[src/rtl/fetch_prefetch_unit_pkg.sv]
// fetch_prefetch_unit_pkg: default geometry and reset constants shared by the fetch front end.
package fetch_prefetch_unit_pkg;
   localparam int DEF_PC_WIDTH    = 13;
   localparam int DEF_INSTR_WIDTH = 32;
   localparam int DEF_FIFO_DEPTH  = 4;
   localparam int DEF_RESET_PC    = 0;
   localparam int DEF_PC_INC      = 1;
endpackage

[src/rtl/fetch_prefetch_unit_fifo.sv]
// fetch_fifo: synchronous prefetch FIFO with flush; head slot stays visible while empty.
module fetch_fifo
   import fetch_prefetch_unit_pkg::*;
#(
   parameter int WIDTH = 45,
   parameter int DEPTH = DEF_FIFO_DEPTH
) (
   input  logic                     clk,
   input  logic                     reset,
   input  logic                     push,
   input  logic                     pop,
   input  logic                     flush,
   input  logic [WIDTH-1:0]         wdata,
   output logic [WIDTH-1:0]         rdata,
   output logic                     valid,
   output logic [$clog2(DEPTH):0]   count
);
   localparam int AW = $clog2(DEPTH);
   localparam int CW = AW + 1;
   logic [WIDTH-1:0] mem [DEPTH];
   logic [AW-1:0]    wptr, rptr;
   assign rdata = mem[rptr];
   assign valid = count != '0;
   always_ff @(posedge clk or posedge reset)
      if (reset) begin
         wptr  <= '0;
         rptr  <= '0;
         count <= '0;
         for (int i = 0; i < DEPTH; i++) mem[i] <= '0;
      end else if (flush) begin
         wptr  <= '0;
         rptr  <= '0;
         count <= '0;
      end else begin
         if (push) begin
            mem[wptr] <= wdata;
            wptr      <= wptr + AW'(1);
         end
         if (pop) rptr <= rptr + AW'(1);
         count <= count + CW'(push) - CW'(pop);
      end
endmodule

[src/rtl/fetch_prefetch_unit.sv]
// fetch_prefetch_unit: PC owner and 1-cycle-latency imem requester feeding a prefetch FIFO to decode.
module fetch_prefetch_unit
   import fetch_prefetch_unit_pkg::*;
#(
   parameter int PC_WIDTH    = DEF_PC_WIDTH,
   parameter int INSTR_WIDTH = DEF_INSTR_WIDTH,
   parameter int FIFO_DEPTH  = DEF_FIFO_DEPTH,
   parameter int RESET_PC    = DEF_RESET_PC,
   parameter int PC_INC      = DEF_PC_INC
) (
   input  logic                          clk,
   input  logic                          reset,
   output logic                          imem_req,
   output logic [PC_WIDTH-1:0]           imem_addr,
   input  logic [INSTR_WIDTH-1:0]        imem_rdata,
   input  logic                          redirect_valid,
   input  logic [PC_WIDTH-1:0]           redirect_pc,
   output logic                          out_valid,
   input  logic                          out_ready,
   output logic [INSTR_WIDTH-1:0]        out_instr,
   output logic [PC_WIDTH-1:0]           out_pc,
   output logic [PC_WIDTH-1:0]           out_pc_next,
   output logic [$clog2(FIFO_DEPTH):0]   fifo_count
);
   localparam int CW = $clog2(FIFO_DEPTH) + 1;
   logic [PC_WIDTH-1:0]             pc, req_pc;
   logic                            inflight, kill, push, pop;
   logic [PC_WIDTH+INSTR_WIDTH-1:0] head;
   // Counting the in-flight word reserves its FIFO slot, so a response can never overflow.
   assign imem_req    = !reset && !redirect_valid && ((fifo_count + CW'(inflight)) < CW'(FIFO_DEPTH));
   assign imem_addr   = pc;
   assign push        = inflight && !kill && !redirect_valid;
   assign pop         = out_valid && out_ready && !redirect_valid;
   assign {out_pc, out_instr} = head;
   assign out_pc_next = out_pc + PC_WIDTH'(PC_INC);
   always_ff @(posedge clk or posedge reset)
      if (reset) begin
         pc       <= PC_WIDTH'(RESET_PC);
         req_pc   <= '0;
         inflight <= 1'b0;
         kill     <= 1'b0;
      end else begin
         inflight <= imem_req;
         req_pc   <= pc;
         kill     <= redirect_valid && inflight;
         pc       <= redirect_valid ? redirect_pc : imem_req ? pc + PC_WIDTH'(PC_INC) : pc;
      end
   fetch_fifo #(.WIDTH(PC_WIDTH + INSTR_WIDTH), .DEPTH(FIFO_DEPTH)) u_fifo (
      .clk   (clk),
      .reset (reset),
      .push  (push),
      .pop   (pop),
      .flush (redirect_valid),
      .wdata ({req_pc, imem_rdata}),
      .rdata (head),
      .valid (out_valid),
      .count (fifo_count)
   );
endmodule

[config.mk]
export PLATFORM = sky130hd
export DESIGN_NAME = fetch_prefetch_unit
export DESIGN_NICKNAME = d
export VERILOG_FILES = /design/src/rtl/fetch_prefetch_unit_pkg.sv /design/src/rtl/fetch_prefetch_unit_fifo.sv /design/src/rtl/fetch_prefetch_unit.sv
export SDC_FILE = /design/constraint.sdc
export NUM_CORES = 1
export LEC_CHECK = 0
export BUFFER_PORTS_ARGS = -buffer_cell sky130_fd_sc_hd__clkbuf_2
export CORE_AREA = 2 2 101 175
export CTS_CLUSTER_DIAMETER = 60
export CTS_CLUSTER_SIZE = 12
export DETAILED_ROUTE_END_ITERATION = 7
export DIE_AREA = 0 0 103 177
export PLACE_DENSITY_LB_ADDON = 0.05
export SLEW_MARGIN = 15
export SYNTH_ARGS = -nofsm -noshare
export SYNTH_HDL_FRONTEND = slang
export SYNTH_SLANG_ARGS = --single-unit
[constraint.sdc]
create_clock -name clk -period 9.1 [get_ports clk]
set_clock_uncertainty 0.15 [all_clocks]
set_input_delay 0.455 -clock clk [delete_from_list [all_inputs] [get_ports clk]]
set_output_delay 0.455 -clock clk [all_outputs]
set_load 0.05 [all_outputs]
After elaboration in Yosys (flattened, before gate mapping)
Cells that the tools add are included.
- output and inout bits: 76
- bits in registers: 215
- input port bits: 49
- reductions and logical operators: 16
- $lt $le $gt $ge: 4
- $add $sub $neg: 7
- bitwise operators: 3
- muxes and demuxes: 13
- operators by type and width (kind ; count):
    180-bit bitwise mux ; 1
    45-bit two-way mux ; 3
    45-bit binary-select mux with 2-bit select ; 1
    45-bit demux with 2-bit select ; 1
    13-bit by 1-bit adder with 13-bit output (second input constant) ; 2
    13-bit two-way mux ; 2
    1-bit logical AND ; 8
    2-bit two-way mux ; 4
    3-bit by 1-bit adder with 3-bit output ; 2
    3-bit greater-or-equal comparator (second input constant) ; 2
    2-bit NOT with 3-bit output ; 2
    2-bit nonzero test ; 3
    2-bit by 1-bit adder with 2-bit output (second input constant) ; 2
    1-bit logical NOT ; 3
    3-bit by 1-bit less-than comparator with 1-bit output (second input constant) ; 1
    3-bit less-than comparator (second input constant) ; 1
    3-bit two-way mux ; 1
    3-bit nonzero test ; 1
    3-bit by 1-bit subtractor with 3-bit output ; 1
    2-bit AND reduction ; 1
    1-bit NOT ; 1

Logic depth before layout (Yosys ltp)
- word-level depth: 6
- depth in mapped cells: 10
- depth with buffers taken out: 10

Cells and area by module
From an unflattened synthesis, not the netlist that was laid out.
- cell total of the unflattened synthesis: 608
- area, all modules: 10224.8 um^2
- modules (own cells, without submodules) (module ; area each (um^2) ; cells an instance ; sequential area each (um^2) ; times used):
    fetch_fifo ; 8843.5 ; 475 ; 4679.5 ; 1
    fetch_prefetch_unit ; 1381.3 ; 133 ; 700.7 ; 1

Worst setup path after synthesis
No wires, ideal clock.
- path type: input to register
- from: input port reset
- to: register pc[5] (netlist: imem_addr[5])
- slack: 2.925 ns
- stages on the path: 4
- arrival: 5.942 ns
- buffers on the path: 0
- required time: 8.867 ns
- cell sequence: inv_1 o2111ai_1 xor2_1 o21ai_0
- cells in the longest elaborated chain, start to end: 4
- ends and longest elaborated chain (element ; line ; source):
    from (decl) ; fetch_prefetch_unit.sv:12 ; input logic reset,
    1-bit logical NOT (no line) ; -- ;
    1-bit logical AND (2 in a row) ; fetch_prefetch_unit.sv:30 ; assign imem_req = !reset && !redirect_valid && ((fifo_count + CW'(inflight)) < CW'(FIFO_DEPTH));
    2-bit nonzero test (no line) ; -- ;
    to (signal assigned) ; fetch_prefetch_unit.sv:38 ; pc <= PC_WIDTH'(RESET_PC);
    to (signal assigned) ; fetch_prefetch_unit.sv:46 ; pc <= redirect_valid ? redirect_pc : imem_req ? pc + PC_WIDTH'(PC_INC) : pc;
    to (decl) ; fetch_prefetch_unit.sv:26 ; logic [PC_WIDTH-1:0] pc, req_pc;
No other way between the ends.
A chain may end at the register's enable or synchronous reset.

Worst setup path after layout
- from: register u_fifo.rptr[0]
- to: output port out_pc_next[6]
- cells in the longest elaborated chain, start to end: 5
- ends and longest elaborated chain (element ; line ; source):
    from (decl) ; fetch_prefetch_unit_fifo.sv:21 ; logic [AW-1:0] wptr, rptr;
    from (signal assigned) ; fetch_prefetch_unit_fifo.sv:39 ; if (pop) rptr <= rptr + AW'(1);
    2-bit NOT with 3-bit output (not written as such) ; fetch_prefetch_unit_fifo.sv:22 ; assign rdata = mem[rptr];
    45-bit binary-select mux with 2-bit select ; fetch_prefetch_unit_fifo.sv:22 ;
    45-bit two-way mux (not written as such) (2 in a row) ; fetch_prefetch_unit_fifo.sv:22 ;
    13-bit by 1-bit adder with 13-bit output ; fetch_prefetch_unit.sv:35 ; assign out_pc_next = out_pc + PC_WIDTH'(PC_INC);
    to (decl) ; fetch_prefetch_unit.sv:22 ; output logic [PC_WIDTH-1:0] out_pc_next,
No other way between the ends. The select of a mux whose other input is x is not followed.

==> run summary <==
First-pass iteration count of the detailed router = 4
Die span in y = 177 microns
Sum Neg Setup Slack = 0 ps
Grt ovf = 0
Total count of hold-check failures in the final report = 0
Worst-case clock buffer depth = 3
Synthesized-area fraction occupied by xor and xnor cells = 2.11%
Mux contribution to synthesized area = 32.1%
Top cell type's share of synthesized area = 56.3%
Slew Limit Headroom = 34.2%
CTS Buf Count = 21
Count of state elements after synthesis = 215
Area overhead of the layout relative to synthesis = 13.6%
Post-route fraction of the period consumed by the critical path = 43.4%
Post-Synth Adder-Cell Area = 1.26%
Count of hold-fix buffers inserted at cts = 0
Routed wire length per instance = 20.0 microns
Final wirelength = 19.3 mm
Detailed router's first-iteration violation count = 209
Syn. warnings = 0
Commonest cells in the netlist = sky130_fd_sc_hd__dfrtp_1, sky130_fd_sc_hd__mux2_2, sky130_fd_sc_hd__mux4_2, sky130_fd_sc_hd__buf_4, sky130_fd_sc_hd__nor2_1
Latest clock arrival within the worst-skew pair = 480 ps
Global-route wire length before repair = 31.5 mm
Aggregate global-route resource usage = 22.1%
Beginning of the critical path = u_fifo.rptr[0]
Detail Route Antenna Nets = 0
Final critical delay including setup and external delays = 3950 ps
Mean Syn Cell Area = 15.6 sq um
Sequential fraction of the synthesis area = 56.3%
Die X = 103 microns
Number of nets in the finished design = 791
Share of synthesized flip-flops with an asynchronous set or reset = 100%
Synth Area in Simple Gates = 3.65%
Worst hold path class = in2reg
Number of maximum-capacitance constraint violations = 0
Worst r2r dst = u_fifo.count[2]
Root buffer cell = sky130_fd_sc_hd__clkbuf_16
Leading cell types by total area after synthesis = sky130_fd_sc_hd__dfrtp_1, sky130_fd_sc_hd__mux2_2, sky130_fd_sc_hd__mux4_2
Synthesized Nets = 671
Number of max-slew violations in the final report = 0
CTS clock-pin slew for the worst setup and hold paths = 60 ps
Critical R2R Launch = u_fifo.count[1]
Number of clock sinks = 215
Post-Place Setup Slack = 5600 ps
Setup repair after global routing missed its margin = false
Worst-Margin Slew = 987 ps
Required time reported for the critical path endpoint = 8500 ps
Maximum clock frequency = 253 MHz
HPWL after DPL = 12.4 mm
R2R setup slack = 6570 ps
Number of cells traversed by the worst register-to-register path = 10
Largest driver fanout on the critical path = 33
I/O pin count = 125
Buffers added on ports = 124
Compound-cell area share of the yosys netlist = 1.82%
Vias in the first global route = 6136
Status = finished clean
Setup Buffers After CTS = 0
Top-count cell post-synth = sky130_fd_sc_hd__dfrtp_1
Slack of the critical path = 5150 ps
Critical path type = reg2out
Routed vias/inst = 5.83
Dominant combinational cell family by area after synthesis = multiplexers
Final count of negative-setup-slack endpoints = 0
Cell taking the most area after synthesis = sky130_fd_sc_hd__dfrtp_1
Count of flip-flops with a built-in enable after synthesis = 0
Core box area = 16900 sq um
Number of library cell types mapped by synthesis = 40
Layout fillers = 1321
Pin count of the biggest net entering global routing = 139
Gpl congestion = 0.782
Number of vias in the routed layout = 5599
Arrival time of the worst setup path = 3340 ps
Peak supply drop = 228 uV
Core Rows = 63
Number of H-tree levels = 1
Crit path capture type = output pin
Initial antenna violation count = 0
Synth Flop Type = sky130_fd_sc_hd__dfrtp_1
Power per standard cell area = 357 nW/um^2
Launching element type of the critical path = flip-flop
Antenna Diode Count = 0
Clock tree from TritonCTS = built
End point of the critical path = out_pc_next[6]
Initial core utilization = 56.6%
Cell count after synthesis = 613
Remaining routing DRC violations = 0
# resized after CTS = 0
Layout cell share with drive strength beyond 1 = 52.7%
Die ar. = 18200 sq um
LEAKAGE = 5.04 nW
Cell Area, Synth = 9550 sq um
[worst max-delay path, cell delays in order, from the launching register on]
cell,delay (ps)
sky130_fd_sc_hd__dfrtp_2,610
sky130_fd_sc_hd__buf_4,550
sky130_fd_sc_hd__mux4_2,640
sky130_fd_sc_hd__ha_1,260
sky130_fd_sc_hd__nand3_2,160
sky130_fd_sc_hd__nor2_1,80
sky130_fd_sc_hd__xor2_1,210
sky130_fd_sc_hd__clkbuf_2,320
[kinds of logic (layout without fill, tap and decap cells)]
group                    count (synthesis)  count (layout)
AND/OR/NAND/NOR                         66              66
flip-flops                             215             215
adder cells (fa/ha/maj)                  9               9
AO/OA/AOI/OAI                           27              27
buffers and inverters                   46             167
multiplexers                           227             227
XOR/XNOR                                23              23
[final cells by class]
class	instances	area [sq um]	share of cell area, %
well taps	227	284	2.62
flip-flops and latches	215	5380	49.6
repair buffers	131	673	6.21
inverters	12	52.6	0.484
multi-input cells	352	3920	36.1
clock buffers	24	537	4.95
[through the flow]
step	utilization, %	instances	total power (W)	hold slack, ps	cell area, sq um
floorplan	-	613	0.00278	322	9550
global placement	61.1	937	0.00312	300	10300
detailed placement	61.1	937	0.00317	318	10300
CTS	64.3	961	0.00392	13.3	10800
global route	64.3	961	0.00406	35.2	10800
finish	64.3	961	0.00387	25.2	10800
[worst min path at each step]
| stage | start | endpoint | depth (start not counted) |
|---|---|---|---|
| finish | redirect_pc[8] | imem_addr[8] | 3 |
| global placement | imem_addr[10] | req_pc[10] | 0 |
| global route | redirect_pc[4] | imem_addr[4] | 3 |
| floorplan | u_fifo.mem[124] | u_fifo.mem[124] | 1 |
| CTS | redirect_pc[8] | imem_addr[8] | 3 |
| detailed placement | imem_addr[10] | req_pc[10] | 0 |
[sequential cells by signal, indices dropped and copies added, names as in the netlist]
name          flops
inflight          1
u_fifo.count      3
u_fifo.mem      180
u_fifo.wptr       2
kill              1
req_pc           13
imem_addr        13
u_fifo.rptr       2
[placed cells by master (no fill, tap or decap), drive strengths merged, types with 2 or more instances in the layout]
| cell type | instances |
|---|---|
| xor2 | 14 |
| mux2 | 180 |
| o31ai | 2 |
| o21ai | 11 |
| a31oi | 6 |
| or4 | 2 |
| clkbuf | 148 |
| nor2 | 16 |
| buf | 7 |
| inv | 12 |
| nand3 | 9 |
| or3 | 4 |
| and4 | 2 |
| xnor2 | 9 |
| and2 | 6 |
| nor3 | 4 |
| mux2i | 2 |
| ha | 8 |
| mux4 | 45 |
| nand4 | 6 |
| nand2 | 13 |
| dfrtp | 215 |
[layer usage]
metal	global-route usage [%]	wire (microns)
met5	0	0
met4	6.36	457
met2	39.1	10400
met3	3.79	908
met1	27.6	7490
[power by group]
| part | leakage [nW] | switching [W] | internal, W |
|---|---|---|---|
| registers | 2.78 | 0.000167 | 0.00122 |
| logic | 2.00 | 0.00117 | 0.000580 |
| clock network | 0.262 | 0.000321 | 0.000410 |
| total | 5.04 | 0.00166 | 0.00221 |
(Power assumes the default switching activity.)
